## src/rtl/map_port_arbiter.sv

```systemverilog
// Port-B arbiter for the map/candy tile BRAM: one tile writer and N_RD round-robin
// tile readers share a single access per clock, with a bounded write burst.
module map_port_arbiter #(
  parameter int N_RD         = 5,
  parameter int ADDR_W       = 11,
  parameter int DATA_W       = 4,
  parameter int WR_BURST_MAX = 4
) (
  input  logic                     vga_pix_clk,
  input  logic                     rst_n,
  input  logic                     frame_stb,
  input  logic [N_RD-1:0]          rd_req,
  input  logic [N_RD*ADDR_W-1:0]   rd_addr,
  output logic [N_RD-1:0]          rd_gnt,
  output logic [N_RD-1:0]          rd_valid,
  output logic [DATA_W-1:0]        rd_data,
  input  logic                     wr_req,
  input  logic [ADDR_W-1:0]        wr_addr,
  input  logic [DATA_W-1:0]        wr_data,
  output logic                     wr_ack,
  output logic [ADDR_W-1:0]        bram_addr,
  output logic                     bram_we,
  output logic [DATA_W-1:0]        bram_din,
  input  logic [DATA_W-1:0]        bram_dout
);

  localparam int PTR_W   = (N_RD > 1) ? $clog2(N_RD) : 1;
  localparam int BURST_W = $clog2(WR_BURST_MAX + 1);
  localparam logic [BURST_W-1:0] BURST_MAX = BURST_W'(WR_BURST_MAX);

  logic [N_RD-1:0]    rd_gnt_q, rd_gnt_d;
  logic [N_RD-1:0]    rd_valid_q;
  logic [DATA_W-1:0]  rd_hold_q;
  logic               wr_ack_q, wr_ack_d;
  logic [ADDR_W-1:0]  bram_addr_q, bram_addr_d;
  logic               bram_we_q, bram_we_d;
  logic [DATA_W-1:0]  bram_din_q, bram_din_d;
  logic [PTR_W-1:0]   rr_q, rr_d;
  logic [BURST_W-1:0] burst_q, burst_d;

  logic [N_RD-1:0]    rd_elig_s;
  logic               rd_pend_s;
  logic               wr_win_s;
  logic               rd_found_s;
  int                 rd_sel_s;

  // A reader whose grant is showing this cycle is still dropping its request, so mask it.
  assign rd_elig_s = rd_req & ~rd_gnt_q;
  assign rd_pend_s = |rd_elig_s;
  assign wr_win_s  = wr_req && ((burst_q < BURST_MAX) || !rd_pend_s);

  always_comb begin
    rd_found_s = 1'b0;
    rd_sel_s   = 0;
    for (int k = 0; k < N_RD; k++) begin
      int idx;
      idx = int'(rr_q) + k;
      if (idx >= N_RD) begin
        idx = idx - N_RD;
      end else begin
        idx = idx;
      end
      if (!rd_found_s && rd_elig_s[idx]) begin
        rd_found_s = 1'b1;
        rd_sel_s   = idx;
      end else begin
        rd_found_s = rd_found_s;
      end
    end
  end

  always_comb begin
    rd_gnt_d    = '0;
    wr_ack_d    = 1'b0;
    bram_we_d   = 1'b0;
    bram_addr_d = bram_addr_q;
    bram_din_d  = bram_din_q;
    rr_d        = rr_q;
    burst_d     = burst_q;
    if (wr_win_s) begin
      wr_ack_d    = 1'b1;
      bram_we_d   = 1'b1;
      bram_addr_d = wr_addr;
      bram_din_d  = wr_data;
      if (!rd_pend_s) begin
        burst_d = '0;
      end else if (burst_q < BURST_MAX) begin
        burst_d = burst_q + BURST_W'(1);
      end else begin
        burst_d = burst_q;
      end
    end else if (rd_found_s) begin
      rd_gnt_d[rd_sel_s] = 1'b1;
      bram_addr_d        = rd_addr[rd_sel_s*ADDR_W +: ADDR_W];
      rr_d               = (rd_sel_s == N_RD - 1) ? '0 : PTR_W'(rd_sel_s + 1);
      burst_d            = '0;
    end else begin
      burst_d = '0;
    end
    // The frame strobe overrides the pointer advance but never suppresses the grant.
    if (frame_stb) begin
      rr_d = '0;
    end else begin
      rr_d = rr_d;
    end
  end

  always_ff @(posedge vga_pix_clk or negedge rst_n) begin
    if (!rst_n) begin
      rd_gnt_q    <= '0;
      rd_valid_q  <= '0;
      rd_hold_q   <= '0;
      wr_ack_q    <= 1'b0;
      bram_addr_q <= '0;
      bram_we_q   <= 1'b0;
      bram_din_q  <= '0;
      rr_q        <= '0;
      burst_q     <= '0;
    end else begin
      rd_gnt_q    <= rd_gnt_d;
      rd_valid_q  <= rd_gnt_q;
      rd_hold_q   <= (|rd_valid_q) ? bram_dout : rd_hold_q;
      wr_ack_q    <= wr_ack_d;
      bram_addr_q <= bram_addr_d;
      bram_we_q   <= bram_we_d;
      bram_din_q  <= bram_din_d;
      rr_q        <= rr_d;
      burst_q     <= burst_d;
    end
  end

  // BRAM output only becomes valid in the rd_valid cycle, so it is passed straight through then.
  assign rd_data   = (|rd_valid_q) ? bram_dout : rd_hold_q;
  assign rd_gnt    = rd_gnt_q;
  assign rd_valid  = rd_valid_q;
  assign wr_ack    = wr_ack_q;
  assign bram_addr = bram_addr_q;
  assign bram_we   = bram_we_q;
  assign bram_din  = bram_din_q;

endmodule
```

## config.mk

```make
export PLATFORM = sky130hd
export DESIGN_NAME = map_port_arbiter
export DESIGN_NICKNAME = d
export VERILOG_FILES = /design/src/rtl/map_port_arbiter.sv
export SDC_FILE = /design/constraint.sdc
export NUM_CORES = 1
export LEC_CHECK = 0
export CORE_MARGIN = 2
export CORE_UTILIZATION = 25
export DETAILED_ROUTE_END_ITERATION = 7
export PLACE_DENSITY = 0.51
export SLEW_MARGIN = 10
export SYNTH_ARGS = -nofsm -noshare
export SYNTH_HDL_FRONTEND = slang
export SYNTH_SLANG_ARGS = --single-unit
export TNS_END_PERCENT = 100
```

## constraint.sdc

```tcl
create_clock -name vga_pix_clk -period 7.15 [get_ports vga_pix_clk]
set_input_delay 1.0725 -clock vga_pix_clk [delete_from_list [all_inputs] [get_ports vga_pix_clk]]
set_output_delay 1.0725 -clock vga_pix_clk [all_outputs]
set_load 0.02 [all_outputs]
```

# Word-level counts from Yosys, hierarchy flattened
# Cells that the tools add are included.
# word_totals
regBits,36
latchBits,0
ramBits,0
rom_bits,0
input_bits,83
out_inout_bits,31
word_cells,101
memories,0
# op_classes
addsub,11
multipliers,1
n_div,0
magnitude_cmp,13
eq_ne,3
n_shift,1
n_mux,45
n_bitwise,2
n_reduce_logical,17
# ops
cell,count
$mux W32,10
$lt A32 B5 Y1 const B,6
$shiftx A55 B32 Y11,1
$eq A32 B4 Y1 const B,1
$ge A32 B1 Y1 const B,1
$mul A32 B5 Y32 const B,1
$mux W11,2
$mux W3,7
$sub A4 B3 Y5 const B,4
$mux W1,17
$ge A4 B3 Y1 const B,4
$bmux W1 S3,5
$mux W5,2
$reduce_or A5 Y1,2
$add A3 B2 Y4 const B,2
$logic_and A1 B1 Y1,6
$and A5 B5 Y5,1
$logic_not A1 Y1,5
$not A5 Y5,1
$add A3 B1 Y4 const B,1
$add A3 B3 Y4 const B,1
$mux W4,1
$reduce_bool A2 Y1,2
$sub A3 B3 Y4 const B,1
9 further kinds,9

# Depth between registers and ports, before layout
# depth
word_depth,24
mapped_depth,31
depth_no_buf,28

# Least setup slack after synthesis
# OpenSTA, ideal clock, no wires.
# synth_path
path_kind,register to register
start,register rr_q[2]
end,register bram_addr_q[0] (netlist: bram_addr[0])
setup_ns,0.140
arrival_time_ns,6.467
required_ns,7.010
setup_slack_ns,0.543
path_stages_with_launch,30
period_less_slack_ns,6.607
cell_sequence,dfrtp_1 -> buf_4 -> buf_2 -> inv_1 -> ha_1 -> a211o_1 -> a21oi_4 -> mux2_1 -> nand3_1 -> and2_1 -> clkbuf_1 -> nand3_1 -> o21ai_2 -> buf_2 -> buf_2 -> buf_2 -> ha_1 -> ha_1 -> ha_1 -> a21o_1 -> a21oi_1 -> o21bai_1 -> a21oi_1 -> xnor2_1 -> xnor2_1 -> buf_2 -> nor3_1 -> a211o_1 -> a22oi_1 -> o221ai_1
# synth_via
elab_chain_cells,22
# synth_rtl
item,line,text
start: declaration,38,"logic [PTR_W-1:0] rr_q, rr_d;"
start signal: assignment,127,rr_q <= rr_d;
branches (longest 22 deep; another with $sub A4 B3 Y5),--,
end signal: assignment,124,bram_addr_q <= bram_addr_d;
end: declaration,35,"logic [ADDR_W-1:0] bram_addr_q, bram_addr_d;"
# Several ways; the timed one is not identified. The select of a mux whose other input is x is not followed.
# A chain may end at the register's enable or synchronous reset.

# Final worst setup path
# layout_path
start,input port rd_req[3]
end,register bram_addr_q[5] (netlist: bram_addr[5])
# layout_via
elab_chain_cells,21
# layout_rtl
item,line,text
start: declaration,12,"input logic [N_RD-1:0] rd_req,"
$and A5 B5 Y5 (*),48,assign rd_elig_s = rd_req & ~rd_gnt_q;
$bmux W1 S3,63,if (!rd_found_s && rd_elig_s[idx]) begin
$mux W1 (implied by the code) (2 in series),63,
$mux W1,63,
$logic_not A1 Y1,63,
$logic_and A1 B1 Y1,63,
$mux W1,63,
$logic_not A1 Y1,63,
[... 4 more ...],--,
$mux W1,63,
$logic_not A1 Y1,63,
$logic_and A1 B1 Y1,63,
$mux W32,63,
$mul A32 B5 Y32,94,bram_addr_d = rd_addr[rd_sel_s*ADDR_W +: ADDR_W];
$shiftx A55 B32 Y11,94,
$mux W11,92,end else if (rd_found_s) begin
$mux W11,80,if (wr_win_s) begin
# Every way passes the cells marked *; elsewhere a longest branch is shown, timed or not. The select of a mux whose other input is x is not followed.

==> summary.txt <==
Die
  – Initial Util: 0.255
  – Row count: 61
  – # IOs: ~110
  – Die Ht: 173 microns
  – Full die area: ~30000 sq um
  – Chip width: about 170 microns
  – Core area: approximately 28000 sq um

Drt
  – Residual DRC: 0
  – DR WL/cell: 21.5 microns
  – Vias per cell: around 6
  – Vias: 8521
  – Routed wire length: 31100 microns
  – Detail Route Antenna Nets: 0
  – First-pass DRT Iterations: 5
  – Iteration-0 DRC Markers: slightly below 800

STA
  – Actual slew at the worst max-slew pin: 1.14 ns
  – Slew headroom: 0.230
  – Fin crit share: 0.925
  – Clock Skews: 0.00711 ns
  – Final Max Slew Viols: 0
  – Final setup fails: 0
  – Final number of hold-violating endpoints: 0
  – Setup TNS: 0 ns
  – Fmax: 0.151 GHz
  – Unrepaired setup endpoints after global routing: no
  – Minimum clock period: 6.62 ns

Yosys
  – Cell taking the most area after synthesis: dfrtp_1
  – Synth top area share: 0.127
  – FFs w/ async S/R, synth: 1.00
  – EDFF count, synth: 0
  – Commonest cells in the netlist: nand2_1 (104), nor2_1 (96), mux2i_1 (54)
  – Register area share after synthesis: 0.127
  – Yosys reg bits: 36
  – Syn avg cell area: around 7.4 sq um
  – Net Count, Synth: 1077
  – Synth Instances: 960
  – Mapped Area: 7120 sq um
  – Area contributors post-synth: dfrtp_1 (13%), mux2i_1 (7.6%), nand2_1 (5.5%)
  – Synth warn: 0
  – Synth cell types: 94
  – Cell with the most instances after synthesis: nand2_1
  – Top_reg_cell synth: dfrtp_1

Clock tree
  – CTS tree: built
  – CTS Sinks: 36
  – CTS Buf Count: 5
  – Maximum root-to-sink buffer count: 2
  – Clk_lat worst skew: 0.28 ns
  – Clock slew at reported path FFs: about 0.060 ns
  – Root Buffer Master: clkbuf_16
  – H-tree levels: 2

Run
  – Max-Cap Viols: 0

Critical path
  – Reg2reg path depth: 24
  – Crit-path max cell delay: 0.59 ns
  – Critical Path AT: 6.82 ns
  – Endpoint class of the critical path: flip-flop
  – Slowest cell on crit path: or4_1
  – Critical Path, Cell by Cell: clkdlybuf4s50_1 > nor2b_1 > mux4_2 > nand2_1 > a21o_1 > nand2_2 > or4_1 > and2_4 > ha_1 > fa_1 > ha_1 > a21oi_1 > o21bai_1 > a21oi_1 > xnor2_1 > xor2_2 > nand2_1 > a2111oi_1 > o32ai_1 > a211oi_2
  – Crit path launch type: input pin
  – Worst path depth: 20
  – Buffer and inverter count on the worst path: 1
  – Crit path max fanout: 9
  – Kind of critical path: input pin to flip-flop
  – Kind of cell adding the most delay to the critical path: simple AND/OR/NAND/NOR gates
  – Worst EP required: 7.35 ns

Finish
  – Layout area overhead: 27.5%
  – Net count, final: 1184
  – N_diodes: 0
  – Share of layout cells above drive strength 1: 0.119

GRT
  – Overall Global Routing Usage: 0.202
  – Global-route wire length before repair: 48500 microns
  – Gr ovfl total: 0
  – Largest net degree at the start of global routing: 64
  – Initial antenna violation count: 0
  – Vias in the first global route: between 8000 and 9000

Placement
  – PortBufs: 113
  – Placer Congestion: 0.957
  – Dpl hpwl: roughly 25000 microns

Worst hold path
  – Hold Path Stages: 1
  – Worst min-delay path class: flip-flop to flip-flop

Status
  – Status: finished, final reports clean
==> per-layer routing <==
layer,vias to the layer above,routed length (microns),GRT usage
li1,3931,-,-
met1,4079,12900,0.270
met2,446,14800,0.340
met3,65,2320,0.0246
met4,0,1050,0.0621
met5,-,0,0
==> sequential cells by signal, indices dropped and copies added (netlist names) <==
register	count
bram_addr	11
bram_din	4
bram_we	1
burst_q	3
rd_gnt	5
rd_hold_q	4
rd_valid	5
rr_q	3
==> what timing repair did <==
item	in CTS	in global routing
buffers inserted	0	0
hold buffers	0	0
resized for setup	0	2
setup endpoints to repair	0	1
==> final timing paths <==
path	end	startpoint	slack, ns
worst min-delay path	burst_q[0]	burst_q[0]	0.45
worst max-delay path	bram_addr[5]	rd_req[3]	0.53
max in group asynchronous	bram_din[0]	rst_n	5.72
min in group asynchronous	rd_valid[2]	rst_n	0.90
worst min register to register	burst_q[0]	burst_q[0]	0.45
worst max register to register	bram_addr[5]	rr_q[1]	0.56
==> placed cells by master, fill, tap and decap left out, types with 9 or more instances in the layout <==
cell type | Yosys | layout
a221oi_1 | 15 | 15
dfrtp_1 | 36 | 36
o211ai_1 | 10 | 10
nor2_1 | 96 | 96
ha_1 | 31 | 30
and2_1 | 9 | 9
nor4_1 | 11 | 11
o22ai_1 | 21 | 21
xnor2_1 | 13 | 13
o221ai_1 | 17 | 17
a31oi_1 | 21 | 21
a22oi_1 | 11 | 11
a21oi_1 | 46 | 46
o31ai_1 | 11 | 11
nand4_1 | 14 | 14
mux2_2 | 11 | 11
nor2b_1 | 12 | 12
or3_1 | 12 | 12
inv_1 | 19 | 19
buf_4 | 6 | 53
a211oi_1 | 13 | 13
mux2i_1 | 54 | 54
clkdlybuf4s50_1 | 0 | 112
nand3_1 | 40 | 40
nand2_1 | 104 | 104
mux4_2 | 16 | 16
nor3_1 | 35 | 35
o21ai_0 | 48 | 48
==> kinds of logic (layout without fill, tap and decap cells) <==
| family | count (synthesis) | count (layout) | share of synthesized area |
|---|---|---|---|
| simple gates | 383 | 383 | 0.263 |
| compound gates | 313 | 313 | 0.319 |
| buf+inv | 94 | 202 | 0.0591 |
| mux | 82 | 82 | 0.146 |
| flops | 36 | 36 | 0.127 |
| fa+ha+maj | 34 | 34 | 0.0629 |
| xor+xnor | 18 | 18 | 0.0243 |
==> stage by stage <==
stage          hold slack, ns  cell area [sq um]  cells   util  setup slack [ns]
2_1_floorplan           0.409               7120    960      -             0.543
3_3_place_gp            0.424               8890   1438  0.318             0.284
3_5_place_dp            0.435               8890   1438  0.318             0.313
4_1_cts                 0.443               9060   1446  0.324             0.553
5_1_grt                 0.464               9070   1446  0.325            0.0527
6_report                0.447               9070   1446  0.325             0.534
==> final cells by class <==
cell class,count,area (sq um)
flip-flops and latches,36,901
fillers,3081,18900
clock inverters,3,46.3
inverters,24,90.1
multi-input cells,830,5830
well taps,378,473
clock buffers,5,125
repair buffers,170,1600
Power is not shown: default switching activity piles up to over one toggle a cycle in this logic, so the estimate is an artifact.
